--- src/rtl/pipeline_hazard_ctrl_pkg.sv ---
// Shared types for the LC-3b pipeline hazard controller: FSM states and per-stage load/flush pairs.
package pipeline_hazard_ctrl_pkg;

  typedef logic [2:0] lc3b_reg;

  typedef enum logic {HZ_RUN, HZ_DISCARD} lc3b_hz_state_t;

  typedef struct packed {
    logic load;
    logic flush;
  } lc3b_stage_ctrl;

  // PC has no flush and MEM/WB is never flushed, so they carry only a load bit.
  typedef struct packed {
    logic           load_pc;
    lc3b_stage_ctrl if_id;
    lc3b_stage_ctrl id_ex;
    lc3b_stage_ctrl ex_mem;
    logic           load_mem_wb;
  } lc3b_hz_ctrl_t;

  function automatic lc3b_hz_ctrl_t hz_ctrl_fill(input logic load, input logic flush);
    lc3b_hz_ctrl_t c;
    c.load_pc      = load;
    c.if_id.load   = load;
    c.if_id.flush  = flush;
    c.id_ex.load   = load;
    c.id_ex.flush  = flush;
    c.ex_mem.load  = load;
    c.ex_mem.flush = flush;
    c.load_mem_wb  = load;
    return c;
  endfunction

endpackage

--- src/rtl/pipeline_hazard_ctrl_if.sv ---
// Hazard-controller bus: pipeline status in, stage load/flush controls and perf counters out.
interface pipeline_hazard_ctrl_if #(parameter int CNT_WIDTH = 16);
  import pipeline_hazard_ctrl_pkg::*;

  logic                 imem_req;
  logic                 imem_resp;
  logic                 dmem_req;
  logic                 dmem_resp;
  lc3b_reg              id_sr1;
  lc3b_reg              id_sr2;
  logic                 id_uses_sr1;
  logic                 id_uses_sr2;
  lc3b_reg              ex_dr;
  logic                 ex_is_load;
  logic                 mispredict;
  logic                 load_pc;
  logic                 load_if_id;
  logic                 load_id_ex;
  logic                 load_ex_mem;
  logic                 load_mem_wb;
  logic                 flush_if_id;
  logic                 flush_id_ex;
  logic                 flush_ex_mem;
  logic [CNT_WIDTH-1:0] stall_cycles;
  logic [CNT_WIDTH-1:0] flush_count;

  modport master (
    output imem_req, imem_resp, dmem_req, dmem_resp, id_sr1, id_sr2,
           id_uses_sr1, id_uses_sr2, ex_dr, ex_is_load, mispredict,
    input  load_pc, load_if_id, load_id_ex, load_ex_mem, load_mem_wb,
           flush_if_id, flush_id_ex, flush_ex_mem, stall_cycles, flush_count
  );

  modport slave (
    input  imem_req, imem_resp, dmem_req, dmem_resp, id_sr1, id_sr2,
           id_uses_sr1, id_uses_sr2, ex_dr, ex_is_load, mispredict,
    output load_pc, load_if_id, load_id_ex, load_ex_mem, load_mem_wb,
           flush_if_id, flush_id_ex, flush_ex_mem, stall_cycles, flush_count
  );

endinterface

--- src/rtl/pipeline_hazard_ctrl_sat_counter.sv ---
// Saturating up-counter with synchronous clear; holds at all-ones.
module sat_counter #(
  parameter int WIDTH = 16
) (
  input  logic             clk,
  input  logic             reset,
  input  logic             inc,
  output logic [WIDTH-1:0] count
);

  localparam logic [WIDTH-1:0] ONE = WIDTH'(1);

  logic [WIDTH-1:0] count_q;

  always_ff @(posedge clk) begin
    if (reset) begin
      count_q <= '0;
    end else if (inc && (count_q != '1)) begin
      count_q <= count_q + ONE;
    end
  end

  assign count = count_q;

endmodule

--- src/rtl/pipeline_hazard_ctrl.sv ---
// Stall/flush sequencer for the 5-stage LC-3b pipeline; controls are combinational from state + inputs.
module pipeline_hazard_ctrl
  import pipeline_hazard_ctrl_pkg::*;
#(
  parameter int CNT_WIDTH = 16
) (
  input  logic                 clk,
  input  logic                 reset,
  pipeline_hazard_ctrl_if.slave bus
);

  lc3b_hz_state_t state_q, state_d;
  lc3b_hz_ctrl_t  ctrl;
  logic           dstall, istall, luse, mp_take;

  assign dstall = bus.dmem_req & ~bus.dmem_resp;
  assign istall = bus.imem_req & ~bus.imem_resp;
  assign luse   = bus.ex_is_load &
                  ((bus.id_uses_sr1 & (bus.id_sr1 == bus.ex_dr)) |
                   (bus.id_uses_sr2 & (bus.id_sr2 == bus.ex_dr)));

  always_comb begin
    ctrl    = hz_ctrl_fill(1'b1, 1'b0);
    state_d = state_q;
    mp_take = 1'b0;
    if (reset) begin
      ctrl = hz_ctrl_fill(1'b0, 1'b1);
    end else if (state_q == HZ_RUN) begin
      if (dstall) begin
        ctrl = hz_ctrl_fill(1'b0, 1'b0);
      end else if (bus.mispredict) begin
        ctrl.if_id.flush  = 1'b1;
        ctrl.id_ex.flush  = 1'b1;
        ctrl.ex_mem.flush = 1'b1;
        mp_take           = 1'b1;
        if (istall) state_d = HZ_DISCARD;
      end else if (istall || luse) begin
        ctrl.load_pc     = 1'b0;
        ctrl.if_id.load  = 1'b0;
        ctrl.id_ex.flush = 1'b1;
      end
    end else begin
      // Wrong-path fetch in flight: PC already holds the redirect target, IF/ID stays empty.
      if (dstall) begin
        ctrl = hz_ctrl_fill(1'b0, 1'b0);
      end else begin
        ctrl.load_pc     = 1'b0;
        ctrl.if_id.load  = 1'b0;
        ctrl.id_ex.flush = 1'b1;
      end
      ctrl.if_id.flush = 1'b1;
      if (bus.imem_resp) state_d = HZ_RUN;
    end
  end

  always_ff @(posedge clk) begin
    if (reset) state_q <= HZ_RUN;
    else       state_q <= state_d;
  end

  sat_counter #(.WIDTH(CNT_WIDTH)) u_stall_cnt (
    .clk   (clk),
    .reset (reset),
    .inc   (~ctrl.load_pc),
    .count (bus.stall_cycles)
  );

  sat_counter #(.WIDTH(CNT_WIDTH)) u_flush_cnt (
    .clk   (clk),
    .reset (reset),
    .inc   (mp_take),
    .count (bus.flush_count)
  );

  assign bus.load_pc      = ctrl.load_pc;
  assign bus.load_if_id   = ctrl.if_id.load;
  assign bus.load_id_ex   = ctrl.id_ex.load;
  assign bus.load_ex_mem  = ctrl.ex_mem.load;
  assign bus.load_mem_wb  = ctrl.load_mem_wb;
  assign bus.flush_if_id  = ctrl.if_id.flush;
  assign bus.flush_id_ex  = ctrl.id_ex.flush;
  assign bus.flush_ex_mem = ctrl.ex_mem.flush;

endmodule

--- src/flat_wrapper.sv ---
// flat-port wrapper written by rule: the top's interface ports become plain ports
module pipeline_hazard_ctrl_flat import pipeline_hazard_ctrl_pkg::*;
#(
  parameter int CNT_WIDTH = 16
)
  (clk, reset, bus_imem_req, bus_imem_resp, bus_dmem_req, bus_dmem_resp, bus_id_sr1, bus_id_sr2, bus_id_uses_sr1, bus_id_uses_sr2, bus_ex_dr, bus_ex_is_load, bus_mispredict, bus_load_pc, bus_load_if_id, bus_load_id_ex, bus_load_ex_mem, bus_load_mem_wb, bus_flush_if_id, bus_flush_id_ex, bus_flush_ex_mem, bus_stall_cycles, bus_flush_count);
  pipeline_hazard_ctrl_if #(.CNT_WIDTH(CNT_WIDTH)) bus_i ();
  input  logic clk;
  input  logic reset;
  input wire logic [$bits(bus_i.imem_req)-1:0] bus_imem_req;
  input wire logic [$bits(bus_i.imem_resp)-1:0] bus_imem_resp;
  input wire logic [$bits(bus_i.dmem_req)-1:0] bus_dmem_req;
  input wire logic [$bits(bus_i.dmem_resp)-1:0] bus_dmem_resp;
  input wire logic [$bits(bus_i.id_sr1)-1:0] bus_id_sr1;
  input wire logic [$bits(bus_i.id_sr2)-1:0] bus_id_sr2;
  input wire logic [$bits(bus_i.id_uses_sr1)-1:0] bus_id_uses_sr1;
  input wire logic [$bits(bus_i.id_uses_sr2)-1:0] bus_id_uses_sr2;
  input wire logic [$bits(bus_i.ex_dr)-1:0] bus_ex_dr;
  input wire logic [$bits(bus_i.ex_is_load)-1:0] bus_ex_is_load;
  input wire logic [$bits(bus_i.mispredict)-1:0] bus_mispredict;
  output wire logic [$bits(bus_i.load_pc)-1:0] bus_load_pc;
  output wire logic [$bits(bus_i.load_if_id)-1:0] bus_load_if_id;
  output wire logic [$bits(bus_i.load_id_ex)-1:0] bus_load_id_ex;
  output wire logic [$bits(bus_i.load_ex_mem)-1:0] bus_load_ex_mem;
  output wire logic [$bits(bus_i.load_mem_wb)-1:0] bus_load_mem_wb;
  output wire logic [$bits(bus_i.flush_if_id)-1:0] bus_flush_if_id;
  output wire logic [$bits(bus_i.flush_id_ex)-1:0] bus_flush_id_ex;
  output wire logic [$bits(bus_i.flush_ex_mem)-1:0] bus_flush_ex_mem;
  output wire logic [$bits(bus_i.stall_cycles)-1:0] bus_stall_cycles;
  output wire logic [$bits(bus_i.flush_count)-1:0] bus_flush_count;
  assign bus_i.imem_req = bus_imem_req;
  assign bus_i.imem_resp = bus_imem_resp;
  assign bus_i.dmem_req = bus_dmem_req;
  assign bus_i.dmem_resp = bus_dmem_resp;
  assign bus_i.id_sr1 = bus_id_sr1;
  assign bus_i.id_sr2 = bus_id_sr2;
  assign bus_i.id_uses_sr1 = bus_id_uses_sr1;
  assign bus_i.id_uses_sr2 = bus_id_uses_sr2;
  assign bus_i.ex_dr = bus_ex_dr;
  assign bus_i.ex_is_load = bus_ex_is_load;
  assign bus_i.mispredict = bus_mispredict;
  assign bus_load_pc = bus_i.load_pc;
  assign bus_load_if_id = bus_i.load_if_id;
  assign bus_load_id_ex = bus_i.load_id_ex;
  assign bus_load_ex_mem = bus_i.load_ex_mem;
  assign bus_load_mem_wb = bus_i.load_mem_wb;
  assign bus_flush_if_id = bus_i.flush_if_id;
  assign bus_flush_id_ex = bus_i.flush_id_ex;
  assign bus_flush_ex_mem = bus_i.flush_ex_mem;
  assign bus_stall_cycles = bus_i.stall_cycles;
  assign bus_flush_count = bus_i.flush_count;
  pipeline_hazard_ctrl #(.CNT_WIDTH(CNT_WIDTH)) u_core (.clk(clk), .reset(reset), .bus(bus_i));
endmodule
--- config.mk ---
export PLATFORM = sky130hd
export DESIGN_NAME = pipeline_hazard_ctrl_flat
export DESIGN_NICKNAME = d
export VERILOG_FILES = /design/src/rtl/pipeline_hazard_ctrl_pkg.sv /design/src/rtl/pipeline_hazard_ctrl_if.sv /design/src/rtl/pipeline_hazard_ctrl_sat_counter.sv /design/src/rtl/pipeline_hazard_ctrl.sv /design/src/flat_wrapper.sv
export SDC_FILE = /design/constraint.sdc
export NUM_CORES = 1
export LEC_CHECK = 0
export CORE_ASPECT_RATIO = 1.5
export CORE_UTILIZATION = 35
export CTS_CLUSTER_SIZE = 16
export DETAILED_ROUTE_END_ITERATION = 8
export PLACE_DENSITY_LB_ADDON = 0.2
export SETUP_SLACK_MARGIN = 0.1
export SYNTH_ARGS = -nofsm -noshare
export SYNTH_HDL_FRONTEND = slang
export SYNTH_SLANG_ARGS = --single-unit
--- constraint.sdc ---
create_clock -name clk -period 6.2 [get_ports clk]
set_clock_uncertainty 0.15 [all_clocks]
set_input_delay 0.93 -clock clk [delete_from_list [all_inputs] [get_ports clk]]
set_output_delay 0.93 -clock clk [all_outputs]
set_load 0.02 [all_outputs]
; After elaboration in Yosys (flattened, before gate mapping)
; Index checks and enable logic that the tools add are counted.
[word_totals]
reg_bits = 33
inputBits = 19
out_inout_bits = 40
elab_cells = 41
[op_classes]
n_addsub = 2
eq_ne = 4
mux = 20
bitwise = 9
reduce_logical = 3
[ops]
columns = operator, count
row1 = adder 16 x 1 -> 16 bit (second input constant), 2
row2 = inequality test 16 bit (second input constant), 2
row3 = 2-to-1 mux 8 bit, 2
row4 = 2-to-1 mux 1 bit, 14
row5 = equality test 3 bit, 2
row6 = 2-to-1 mux 3 bit, 2
row7 = bitwise AND 1 bit, 5
row8 = 2-to-1 mux 2 bit, 2
row9 = NOT 1 bit, 3
row10 = logical AND 1 bit, 2
row11 = logical OR 1 bit, 1
row12 = bitwise OR 1 bit, 1

; Longest topological paths before layout
; Gate-level depths: netlist of run 1.
[logic_depth]
ltp_word = 12
depth_mapped = 7
mapped_depth_nobuf = 7

; By module
; From an unflattened synthesis of run 1, not the netlist that was laid out.
[hier_totals]
cells_unflattened = 231
hier_area_um2 = 1938.1
[modules_own_cells]
columns = module, n_inst, cells_per_inst, area_each_um2, seq_area_each_um2
row1 = sat_counter, 2, 99, 848.3, 320.3
row2 = pipeline_hazard_ctrl, 1, 33, 241.5, 20.0

; Worst setup path before layout of run 1
; Ideal clock, no wire load.
[synth_timing]
path_type = input to output
start = input port bus_dmem_req
end = output port bus_load_pc
t_arrival_ps = 2297
required_time_ps = 5120
setup_slack_ps = 2823
cell_stages = 5
path_buffers = 2
path_cell_list = nor2b_1 or4_1 clkbuf_1 o21ai_2 buf_4
[synth_between]
elab_chain_len = 4
[synth_lines]
columns = item, line
row1 = from (decl), flat_wrapper.sv:12  ; input wire logic [$bits(bus_i.dmem_req)-1:0] bus_dmem_req;
row2 = bitwise AND 1 bit, pipeline_hazard_ctrl.sv:16  ; assign dstall = bus.dmem_req & ~bus.dmem_resp;
row3 = 2-to-1 mux 3 bit, pipeline_hazard_ctrl.sv:29  ; if (dstall) begin
row4 = 2-to-1 mux 8 bit, pipeline_hazard_ctrl.sv:28  ; end else if (state_q == HZ_RUN) begin
row5 = 2-to-1 mux 8 bit, pipeline_hazard_ctrl.sv:26  ; if (reset) begin
row6 = to (decl), flat_wrapper.sv:21  ; output wire logic [$bits(bus_i.load_pc)-1:0] bus_load_pc;
; Every way passes these cells.

; Worst setup path in the final report of run 1
[layout_timing]
start = input port bus_dmem_req
end = output port bus_load_if_id
[layout_between]
elab_chain_len = 4
[layout_lines]
columns = item, line
row1 = bitwise AND 1 bit, pipeline_hazard_ctrl.sv:16
row2 = 2-to-1 mux 3 bit, pipeline_hazard_ctrl.sv:29
row3 = 2-to-1 mux 8 bit, pipeline_hazard_ctrl.sv:28
row4 = 2-to-1 mux 8 bit, pipeline_hazard_ctrl.sv:26
row5 = to (decl), flat_wrapper.sv:22  ; output wire logic [$bits(bus_i.load_if_id)-1:0] bus_load_if_id;
; Every way passes these cells.

==> summary by stage, run 1 <==
Setup path
The largest fanout on the critical path is 10. The nature of the critical path endpoint is a primary output. The endpoint identified for the worst register-to-register timing path is u_core.u_stall_cnt.count[10]$_SDFFE_PP0P_.

Traced cell by cell, the critical path runs through clkdlybuf4s50_1 > nor2b_1 > or4_1 > o21ai_2 > clkdlybuf4s50_1. The cell with the largest stage delay on the worst path is clkdlybuf4s50_1. The most critical setup path has its endpoint at bus_load_if_id. The worst register-to-register path has a depth of 6. The data required time of the worst path is 5.12 ns.

By startpoint and endpoint, the worst setup path is classified as input port to primary output. STA classifies the critical path startpoint as an input port. The reg2reg setup slack is 4.00 ns. The worst register-to-register path begins at u_core.u_stall_cnt.count[0]$_SDFFE_PP0P_. The data arrival time of the critical path is 3.19 ns.

On the worst path, the slowest cell contributes a delay of 0.68 ns. Tracing the worst setup path back leads to its startpoint at bus_dmem_req. The most prevalent standard cell on the critical path is clkdlybuf4s50_1.

Clock network
Clock latency on the worst-skew pair, taken at its later pin, is 0.29 ns. After clock tree synthesis, the repair step resized 0 gates. The TritonCTS buffer count is 5. Clock-pin slew was measured on the worst setup and hold paths at 0.06 ns. The clock passes through at most 2 buffers. The number of sinks on the clock net is 33. The TritonCTS clock tree is built. The number of buffers added for setup after CTS is 0. The buffer type at the clock tree root is clkbuf_8.

CTS built an H-tree with a depth of 2. The count of hold-fix buffers inserted at cts is 0.

Cells and area
The area overhead of the layout relative to synthesis is 43.3%. The fraction of layout instances using a drive strength above 1 is 4.65%. The final design utilization is 53.0%.

Across the whole layout, storage elements account for 661 µm². The non-filler instance count after layout is 322. The repair_antennas step left the layout with diodes totalling 0. For this run, the post-layout net count is 278. The area occupied by multi-input gates is 987 µm². Counting the fill cells in the layout gives 459.

Logic synthesis
The most used flip-flop cell after synthesis is dfxtp_1. The number of unique standard cell types used by synthesis is 36. The synthesized cell area is 0.00171 mm². The synthesized design contains 0 enable-type register cells.

Counting every instance in the synthesized netlist gives 200. The mean post-synth cell area is 8.54 µm². The proportion of register bits with asynchronous set or reset after synthesis is 0%. The synthesized design contains 33 register bits.

The Yosys warning count is 0. The sequential-to-total area share from yosys stat is 38.7%. The net count of the mapped netlist is 221.

Route
The number of vias in the routed layout is 1657. The final routed DRC violation total is 0. For this run, the detailed router's first-pass iteration total came to 4.

Dividing the detail-routed wire length by the instance count gives 12.9 µm. The via count normalized by instance count is 5.15. The detailed router finished its first iteration with 41 violations. The count of nets left with antenna violations once routing finished came out at 0. The total wire length after detailed routing is 4.16 mm.

Worst hold path
The worst min-delay path category is register to register.

Placement
The wire-length estimate of the detail-placed layout is 3.09 mm. Routability-driven placement finished with a final weighted congestion of 0.794. The number of port buffers is 58.

The number of placed instances, taps included, is 314.

Status
The flow ran to the end, and the final reports show no timing, DRC or antenna violations.

Power
The power per cell area is 203 mW/mm². VDD sags by at most 142 µV. The leakage power of the design is 0.815 nW.

The design draws 0.000496 W.

Flow run
The tool flagged a number of max-cap violations equal to 0.

Timing
Setup repair after global routing left no endpoint under its margin. The final number of hold-violating endpoints is 0. The worst hold slack is 0.367 ns. For the final routed database, the setup TNS stands at 0 ns.

The total of endpoints with negative setup slack in the final report is 0. The maximum achievable frequency is 234 MHz. The max-slew violation count is 0.

The clock period could shrink to 4.27 ns. The slew at the pin closest to its max-slew limit is 0.564 ns. Measured against its own limit, the worst slew margin works out to 62.2%. The portion of the clock cycle consumed by the worst path in the final layout is 68.9%.

Die
For this configuration, the core starts out at a cell density of 37.0%. The initialized floorplan defines 30 standard-cell rows. The die covers 0.00517 mm². Measured along the y axis, the die boundary spans 87.6 µm.

During I/O placement, the number of pins put on the boundary was 59. After floorplanning, the core was sized to cover 0.00462 mm². The die span in x is 59.0 µm.

Global route
Entering global routing, the biggest net connects 39 pins. The number of antenna violations at the first check in global routing is 0. The number of global-route vias before repair is 1529. Global routing used 17.1% of the available tracks. The first global-routing pass estimated 6.72 mm of wire. Global routing finished with a remaining overflow of 0.
## cell usage after synthesis, drive strengths merged, types with 6 or more instances
cell type,number,share of area [%]
o21ai,7,2.3
dfxtp,33,39
nand2,12,2.6
xor2,15,7.7
o31ai,6,2.6
xnor2,10,5.1
nand3,10,2.9
clkbuf,6,1.3
or4,7,3.1
a21oi,10,2.9
nand4,8,2.9
nor2,25,5.5
## registers in the layout, summed over array words and instances, names as in the netlist
name	flops
u_core.u_stall_cnt.count	16
u_core.u_flush_cnt.count	16
u_core.state_q	1
## area by class of cell
cell class / instances / share of cell area (%)
clock buffer: 7 / 3.53
sequential: 33 / 27.0
timing repair buffer: 59 / 24.0
multi-input combinational: 154 / 40.3
tap: 64 / 3.27
inverter: 4 / 0.613
clock inverter: 1 / 1.23
## worst max-delay path, delay by kind of cell
| kind | cells | cell delay (ns) |
|---|---|---|
| buffers and inverters | 2 | 1.10 |
| and+or+nand+nor | 2 | 0.78 |
| AOI/OAI and AO/OA | 1 | 0.38 |
## power by group
group	internal, W	switching [W]
registers	0.000216	0.00000452
logic	0.0000329	0.0000327
clock network	0.000131	0.0000792
## layout by cell type, fill, tap and decap left out, types with 6 or more instances in the layout
master | synthesis | routed
clkdlybuf4s50_1 | 0 | 58
dfxtp_1 | 33 | 33
nor2_1 | 25 | 25
xor2_1 | 15 | 15
nand2_1 | 12 | 12
xnor2_1 | 10 | 10
nand3_1 | 10 | 10
a21oi_1 | 10 | 10
nand4_1 | 8 | 8
or4_1 | 7 | 7
o31ai_1 | 6 | 6
clkbuf_8 | 0 | 6
## kinds of logic (layout without fill, tap and decap cells)
kind of cell | after synthesis | after routing | share of synthesized area (%)
muxes | 1 | 1 | 0.586
and+or+nand+nor | 92 | 92 | 28.9
AOI/OAI and AO/OA | 34 | 34 | 14.1
adders and majority gates | 2 | 2 | 1.46
xor gates and xnor gates | 25 | 25 | 12.8
DFF | 33 | 33 | 38.7
buffers and inverters | 13 | 71 | 3.52
## layer usage
metal  GRT usage [%]  up-vias  routed length (µm)
met5               0        -                   0
li1                -      842                   -
met3            3.99        5                 167
met1            18.3      770                1730
met4            6.28        0                  48
met2            31.9       40                2220
## stage by stage
step                cell area (µm²)  setup WS, ns
floorplan                      1710          2.82
global placement               2330          1.93
detailed placement             2330          1.91
CTS                            2450          1.91
global route                   2450          1.82
finish                         2450          1.93
## worst min path at each step
stage / slack (ns) / startpoint / cells after the start / to
4_1_cts: 0.37 / u_core.u_stall_cnt.count[6]$_SDFFE_PP0P_ / 2 / u_core.u_stall_cnt.count[6]$_SDFFE_PP0P_
2_1_floorplan: 0.39 / u_core.state_q$_SDFF_PP0_ / 2 / u_core.state_q$_SDFF_PP0_
5_1_grt: 0.39 / u_core.u_stall_cnt.count[13]$_SDFFE_PP0P_ / 2 / u_core.u_stall_cnt.count[13]$_SDFFE_PP0P_
3_3_place_gp: 0.34 / u_core.u_stall_cnt.count[14]$_SDFFE_PP0P_ / 2 / u_core.u_stall_cnt.count[14]$_SDFFE_PP0P_
6_report: 0.37 / u_core.u_stall_cnt.count[6]$_SDFFE_PP0P_ / 2 / u_core.u_stall_cnt.count[6]$_SDFFE_PP0P_
3_5_place_dp: 0.36 / u_core.u_stall_cnt.count[14]$_SDFFE_PP0P_ / 2 / u_core.u_stall_cnt.count[14]$_SDFFE_PP0P_
No activity file was read; power rests on OpenSTA's default activity.
==> run 2, diff against run 1 <==
==> constraint.sdc (replaced) <==
create_clock -name clk -period 4.4 [get_ports clk]
set_clock_uncertainty 0.15 [all_clocks]
set_input_delay 0.66 -clock clk [delete_from_list [all_inputs] [get_ports clk]]
set_output_delay 0.66 -clock clk [all_outputs]
set_load 0.02 [all_outputs]
==> summary by stage, run 2 (same netlist as run 1, synthesis figures left out) <==
Power
The proportion of power drawn by flip-flops and latches is 48.5% (was 44.4%). The leakage power of the design is 0.800 nW (was 0.815 nW). The net switching power figure is 0.000165 W (was 0.000116 W).

The internal power was 0.000474 W (was 0.000380 W). The combinational share of power is 14.4% (was 13.2%). The power per cell area was 264 mW/mm² (was 203 mW/mm²). The switching share of power is 25.9% (was 23.5%). The peak ir drop on the vdd network came to 159 µV (was 142 µV).

The clock power share is 37.0% (was 42.4%).

Timing
The worst path uses 85.0% of the clock period. The worst setup margin is 0.660 ns (was 1.93 ns). The max-slew violation count is 0 (unchanged). The slew at the pin closest to its max-slew limit was 0.581 ns (was 0.564 ns). Unrepaired setup endpoints after global routing: no (unchanged).

The total of endpoints with negative setup slack in the final report is 0 (unchanged). The final number of hold-violating endpoints is 0 (unchanged). The worst hold slack is 0.366 ns (was 0.367 ns). The normalized max-slew margin is 61.0% (was 62.2%). The time the worst path needs with I/O delays and setup is 3.74 ns. The final-layout setup total negative slack came to 0 ns (unchanged). Derived from the worst setup path, the maximum achievable clock frequency is 267 MHz.

Setup path
The largest incremental delay on the critical path is 0.69 ns (was 0.68 ns). The largest fanout on the critical path is 10 (unchanged). The reg2reg setup slack is 2.22 ns (was 4.00 ns).

The worst-case reg-to-reg path depth is 7 (was 6). The endpoint of the worst setup timing path is bus_load_if_id (unchanged). Critical Path, Cell by Cell: clkdlybuf4s50_1 > nor2b_1 > or4_1 > o21ai_2 > clkdlybuf4s50_1 (unchanged).

The data arrival time of the critical path is 2.93 ns (was 3.19 ns). The classification of the worst setup path is input port to primary output (unchanged). The number of buffers and inverters on the critical path came to 2 (unchanged).

The source of the worst register-to-register timing path is u_core.u_stall_cnt.count[0]$_SDFFE_PP0P_ (unchanged). The data required time of the worst path is 3.59 ns (was 5.12 ns). The logic depth of the worst setup path including buffers is 5 (unchanged). The most prevalent standard cell on the critical path is clkdlybuf4s50_1 (unchanged). The cell with the largest stage delay on the worst path is clkdlybuf4s50_1 (unchanged). The reg-to-reg critical path endpoint is u_core.u_stall_cnt.count[6]$_SDFFE_PP0P_ (was u_core.u_stall_cnt.count[10]$_SDFFE_PP0P_). The nature of the critical path endpoint is a primary output (unchanged). The critical path launch point is bus_dmem_req (unchanged). The startpoint type of the worst setup path is an input port (unchanged). The critical path's top delay family is buffers and inverters (unchanged).

Die
The number of top-level pins is 59 (unchanged). The vertical die dimension is 87.6 µm (unchanged). The die span in x is 59.0 µm (unchanged).

The placeable core region came to 0.00462 mm² (unchanged). The initial cell density of the core is 37.0% (unchanged). The count of standard-cell rows came to 30 (unchanged). The floorplan die area is 0.00517 mm² (unchanged).

Flow run
The max-capacitance violation count is 0 (unchanged).

Clock network
The TritonCTS clock tree is built (unchanged). The count of hold-fix buffers inserted at cts came to 0 (unchanged). The number of buffers added for setup after CTS is 0 (unchanged). The clock insertion delay at the later pin of the skew report is 0.29 ns (about the same). The clock transition time at the flip-flop clock pins of the worst setup and hold paths came to 0.07 ns (was 0.06 ns).

The count of cells resized by post-cts repair is 0 (unchanged). The deepest level of the CTS H-tree was 2 (unchanged). The TritonCTS buffer count was 5 (unchanged). The number of buffers on the longest clock path is 2 (unchanged).

The number of sinks on the clock net is 33 (unchanged). The buffer type at the clock tree root is clkbuf_8 (unchanged).

Route
The final routed DRC violation total was 0 (unchanged). The total wire length after detailed routing is 4.15 mm (was 4.16 mm). The iteration count of the initial detailed-routing pass is 4 (unchanged).

The via count normalized by instance count came to 5.19 (was 5.15). The number of antenna-violating nets in the routed design came to 0 (unchanged). The number of violations reported at the end of detailed-routing iteration 0 is 44 (was 41). The routed wire length per instance is 12.9 µm (about the same). The number of vias in the routed layout is 1667 (was 1657).

Cells and area
The most common cell after layout, fill and taps aside was clkdlybuf4s50_1 (unchanged). The fraction of layout instances using a drive strength above 1 is 4.67% (was 4.65%). The number of diodes added for antenna fixing is 0 (unchanged). Commonest cells after routing, fill and taps aside: clkdlybuf4s50_1, dfxtp_1, nor2_1, xor2_1, nand2_1 (unchanged). The final design utilization is 52.4% (was 53.0%). The net count of the finished layout is 278 (unchanged). The area overhead of the layout relative to synthesis is 41.8% (was 43.3%).

The non-filler instance count after layout is 321 (was 322).

Global route
The number of global-route vias before repair is 1530 (was 1529). The global-route wire length before repair is 6.77 mm (was 6.72 mm). The total global routing overflow was 0 (unchanged).

The largest net degree at the start of global routing is 39 (unchanged). The aggregate global-route resource usage was 17.2% (was 17.1%). The number of antenna violations at the first check in global routing was 0 (unchanged).

Status
Result of the run: completed (unchanged).

Placement
The number of placed cells counting well taps is 314 (unchanged). The placer congestion estimate came to 0.821 (was 0.794). The sum of net half-perimeters after detailed placement is 3.06 mm (was 3.09 mm). The worst slack after detailed placement is 0.665 ns (was 1.91 ns). The number of port buffers is 58 (unchanged).

Worst hold path
The worst min-delay path category is register to register (unchanged).
-- run 2: layout make-up --
class / instances / area [µm²]
fill: 473 / 2200
multi-input combinational: 154 / 987
sequential: 33 / 661
timing repair buffer: 59 / 588
clock buffer: 6 / 82.6
tap: 64 / 80.1
inverter: 4 / 15.0
clock inverter: 1 / 7.51
-- run 2: stage by stage --
step                      area (µm²)  total power (W)
after detailed placement        2330         0.000410
final                           2420         0.000639
after global placement          2330         0.000410
after CTS                       2420         0.000646
after floorplan                 1710         0.000366
after global routing            2420         0.000667
-- run 2: worst min path at each step --
stage | from | end | slack (ns) | cells past startpoint
2_1_floorplan | u_core.state_q$_SDFF_PP0_ | u_core.state_q$_SDFF_PP0_ | 0.39 | 2
3_3_place_gp | u_core.u_stall_cnt.count[11]$_SDFFE_PP0P_ | u_core.u_stall_cnt.count[11]$_SDFFE_PP0P_ | 0.35 | 2
3_5_place_dp | u_core.u_stall_cnt.count[6]$_SDFFE_PP0P_ | u_core.u_stall_cnt.count[6]$_SDFFE_PP0P_ | 0.35 | 2
4_1_cts | u_core.u_stall_cnt.count[6]$_SDFFE_PP0P_ | u_core.u_stall_cnt.count[6]$_SDFFE_PP0P_ | 0.36 | 2
5_1_grt | u_core.u_stall_cnt.count[14]$_SDFFE_PP0P_ | u_core.u_stall_cnt.count[14]$_SDFFE_PP0P_ | 0.40 | 2
6_report | u_core.u_stall_cnt.count[14]$_SDFFE_PP0P_ | u_core.u_stall_cnt.count[14]$_SDFFE_PP0P_ | 0.37 | 2
-- run 2: worst min-delay path: cells and delay by family, from the launching register on --
family         cells  cell delay [ns]
AO/OA/AOI/OAI      2             0.12
flip-flops         1             0.34
-- run 2: per-layer routing --
metal	track usage [%]	vias up	wire, µm
met1	18.7	784	1710
met4	8.44	0	80
met3	4.14	5	201
met5	0	-	0
li1	-	836	-
met2	30.6	42	2150
-- run 2: power by group through the flow --
stage,combinational [W],sequential [W],clock (W)
after CTS,0.0000936,0.000310,0.000242
after floorplan,0.0000443,0.000322,0
after global routing,0.0000997,0.000311,0.000257
after detailed placement,0.0000932,0.000317,0
final,0.0000923,0.000310,0.000237
after global placement,0.0000929,0.000317,0
==> run 3, diff against run 2 <==
==> constraint.sdc (replaced) <==
create_clock -name clk -period 3.6 [get_ports clk]
set_clock_uncertainty 0.15 [all_clocks]
set_input_delay 0.54 -clock clk [delete_from_list [all_inputs] [get_ports clk]]
set_output_delay 0.54 -clock clk [all_outputs]
set_load 0.02 [all_outputs]
==> summary by stage, run 3 (same netlist as run 1, synthesis figures left out) <==
Cells and area
The area overhead of the layout relative to synthesis is 44.6% (was 41.8%). The number of diodes added for antenna fixing is 0 (unchanged). The fraction of layout instances using a drive strength above 1 was 5.75% (was 4.67%). The most common cell after layout, fill and taps aside is clkdlybuf4s50_1 (unchanged). The net count of the finished layout is 281 (was 278). Commonest cells after routing, fill and taps aside: clkdlybuf4s50_1, dfxtp_1, nor2_1, xor2_1, nand2_1 (unchanged).

The number of inserted filler cells in the final layout is 449 (was 473).

Clock network
The number of sinks on the clock net is 33 (unchanged). The TritonCTS buffer count is 5 (unchanged). The clock transition time at the flip-flop clock pins of the worst setup and hold paths is 0.07 ns (about the same). The count of cells resized by post-cts repair is 0 (unchanged). The number of buffers on the longest clock path was 2 (unchanged). The deepest level of the CTS H-tree came to 2 (unchanged). The buffer type at the clock tree root is clkbuf_8 (unchanged).

The count of hold-fix buffers inserted at cts came to 0 (unchanged). The number of buffers added for setup after CTS came to 0 (unchanged). The TritonCTS clock tree was built (unchanged). The clock insertion delay at the later pin of the skew report came to 0.28 ns (was 0.29 ns).

Global route
The global-route wire length before repair is 6.78 mm (was 6.77 mm). The aggregate global-route resource usage is 17.1% (was 17.2%). The number of global-route vias before repair is 1492 (was 1530). The total global routing overflow is 0 (unchanged). The largest net degree at the start of global routing is 39 (unchanged). The number of antenna violations at the first check in global routing came to 0 (unchanged).

Timing
The slew at the pin closest to its max-slew limit is 0.625 ns (was 0.581 ns). The final critical path takes up 92.6% of the cycle. The smallest clock period supported by the final layout is computed as 3.33 ns. The final number of hold-violating endpoints is 0 (unchanged). The worst hold slack is 0.363 ns (was 0.366 ns). Unrepaired setup endpoints after global routing: no (unchanged). The worst setup margin is 0.266 ns (was 0.660 ns).

The max-slew violation count is 0 (unchanged). Derived from the worst setup path, the maximum achievable clock frequency is 300 MHz. The normalized max-slew margin is 58.1% (was 61.0%). The final-layout setup total negative slack came to 0 ns (unchanged). The total of endpoints with negative setup slack in the final report is 0 (unchanged).

Route
The iteration count of the initial detailed-routing pass is 4 (unchanged). The number of antenna-violating nets in the routed design is 0 (unchanged). The via count normalized by instance count came to 5.02 (was 5.19).

The number of violations reported at the end of detailed-routing iteration 0 was 56 (was 44). The number of vias in the routed layout is 1633 (was 1667). The total wire length after detailed routing is 4.10 mm (was 4.15 mm).

The routed wire length per instance is 12.6 µm (was 12.9 µm). The final routed DRC violation total is 0 (unchanged).

Power
The leakage power of the design is 0.830 nW (was 0.800 nW). The power per cell area is 346 mW/mm² (was 264 mW/mm²). The peak ir drop on the vdd network is 259 µV (was 159 µV).

Placement
The worst slack after detailed placement is 0.242 ns (was 0.665 ns). The sum of net half-perimeters after detailed placement is 3.05 mm (was 3.06 mm). The placer congestion estimate is 0.738 (was 0.821). The number of port buffers was 58 (unchanged).

Worst hold path
The count of cells along the worst hold path came to 2 (unchanged). The worst min-delay path category is register to register (unchanged). The capture endpoint of the worst hold path is u_core.u_stall_cnt.count[11]$_SDFFE_PP0P_ (was u_core.u_stall_cnt.count[14]$_SDFFE_PP0P_). The start point of the worst hold path is u_core.u_stall_cnt.count[11]$_SDFFE_PP0P_ (was u_core.u_stall_cnt.count[14]$_SDFFE_PP0P_).

Setup path
The startpoint type of the worst setup path was an input port (unchanged). The classification of the worst setup path is input port to primary output (unchanged). The data arrival time of the critical path is 2.64 ns (was 2.93 ns).

The nature of the critical path endpoint is a primary output (unchanged). The source of the worst register-to-register timing path is u_core.u_stall_cnt.count[0]$_SDFFE_PP0P_ (unchanged). The worst-case reg-to-reg path depth is 6 (was 7).

The data required time of the worst path is 2.91 ns (was 3.59 ns). The largest fanout on the critical path is 10 (unchanged). The reg2reg setup slack is 1.41 ns (was 2.22 ns). The critical path launch point is bus_dmem_req (unchanged). The reg-to-reg critical path endpoint is u_core.u_stall_cnt.count[12]$_SDFFE_PP0P_ (was u_core.u_stall_cnt.count[6]$_SDFFE_PP0P_).

Flow run
The max-capacitance violation count is 0 (unchanged).

Die
The count of standard-cell rows is 30 (unchanged). The number of top-level pins is 59 (unchanged). The initial cell density of the core is 37.0% (unchanged). The die span in x is 59.0 µm (unchanged). The floorplan die area is 0.00517 mm² (unchanged).

The vertical die dimension is 87.6 µm (unchanged). The placeable core region was 0.00462 mm² (unchanged).

Status
Result of the run: completed (unchanged).
run 3: changes by cell type in the layout (fill, tap and decap cells not counted), sizes merged:
cell / change
clkinvlp: -1
buf: +3
clkbuf: +1
bufinv: +1
run 3: how the worst max path moves through the flow:
stage / end / slack (ns) / cells after the start
after detailed placement: bus_load_if_id / 0.24 / 5
after global placement: bus_load_if_id / 0.28 / 5
after floorplan: bus_load_pc / 1.00 / 5
after global routing: bus_load_pc / 0.12 / 5
after CTS: bus_load_if_id / 0.24 / 5
final: bus_load_if_id / 0.27 / 5
run 3: cell type report:
type	instances	area [µm²]	share of cell area, %
clock buffer	7	86.3	3.50
timing repair buffer	62	611	24.7
tap	64	80.1	3.24
clock inverter	1	30.0	1.22
sequential	33	661	26.7
multi-input combinational	154	987	40.0
inverter	4	15.0	0.608
run 3: power breakdown:
part	switching, W	internal, W	total, W	leakage [nW]
combinational	0.0000564	0.0000590	0.000115	0.505
clock	0.000135	0.000226	0.000361	0.0585
sequential	0.00000734	0.000371	0.000379	0.266
total	0.000199	0.000656	0.000855	0.830
run 3: metrics by stage:
| stage | total power (W) | area [µm²] | util, % | instances |
|---|---|---|---|---|
| CTS | 0.000869 | 2470 | 53.5 | 325 |
| detailed placement | 0.000504 | 2350 | 51.0 | 317 |
| floorplan | 0.000448 | 1710 | - | 200 |
| finish | 0.000855 | 2470 | 53.5 | 325 |
| global route | 0.000891 | 2470 | 53.5 | 325 |
| global placement | 0.000503 | 2350 | 51.0 | 317 |
run 3: per-layer routing:
layer / vias up / wire, µm / global-route usage, %
li1: 840 / - / -
met1: 753 / 1710 / 19.7
met2: 36 / 2100 / 29.3
met3: 4 / 228 / 5.17
met4: 0 / 63 / 6.49
met5: - / 0 / 0
run 3: worst max-delay path: stages:
cell             delay (ns)
clkdlybuf4s50_1        0.41
nor2b_1                0.16
or4_1                  0.51
o21ai_2                0.34
clkdlybuf4s50_1        0.68
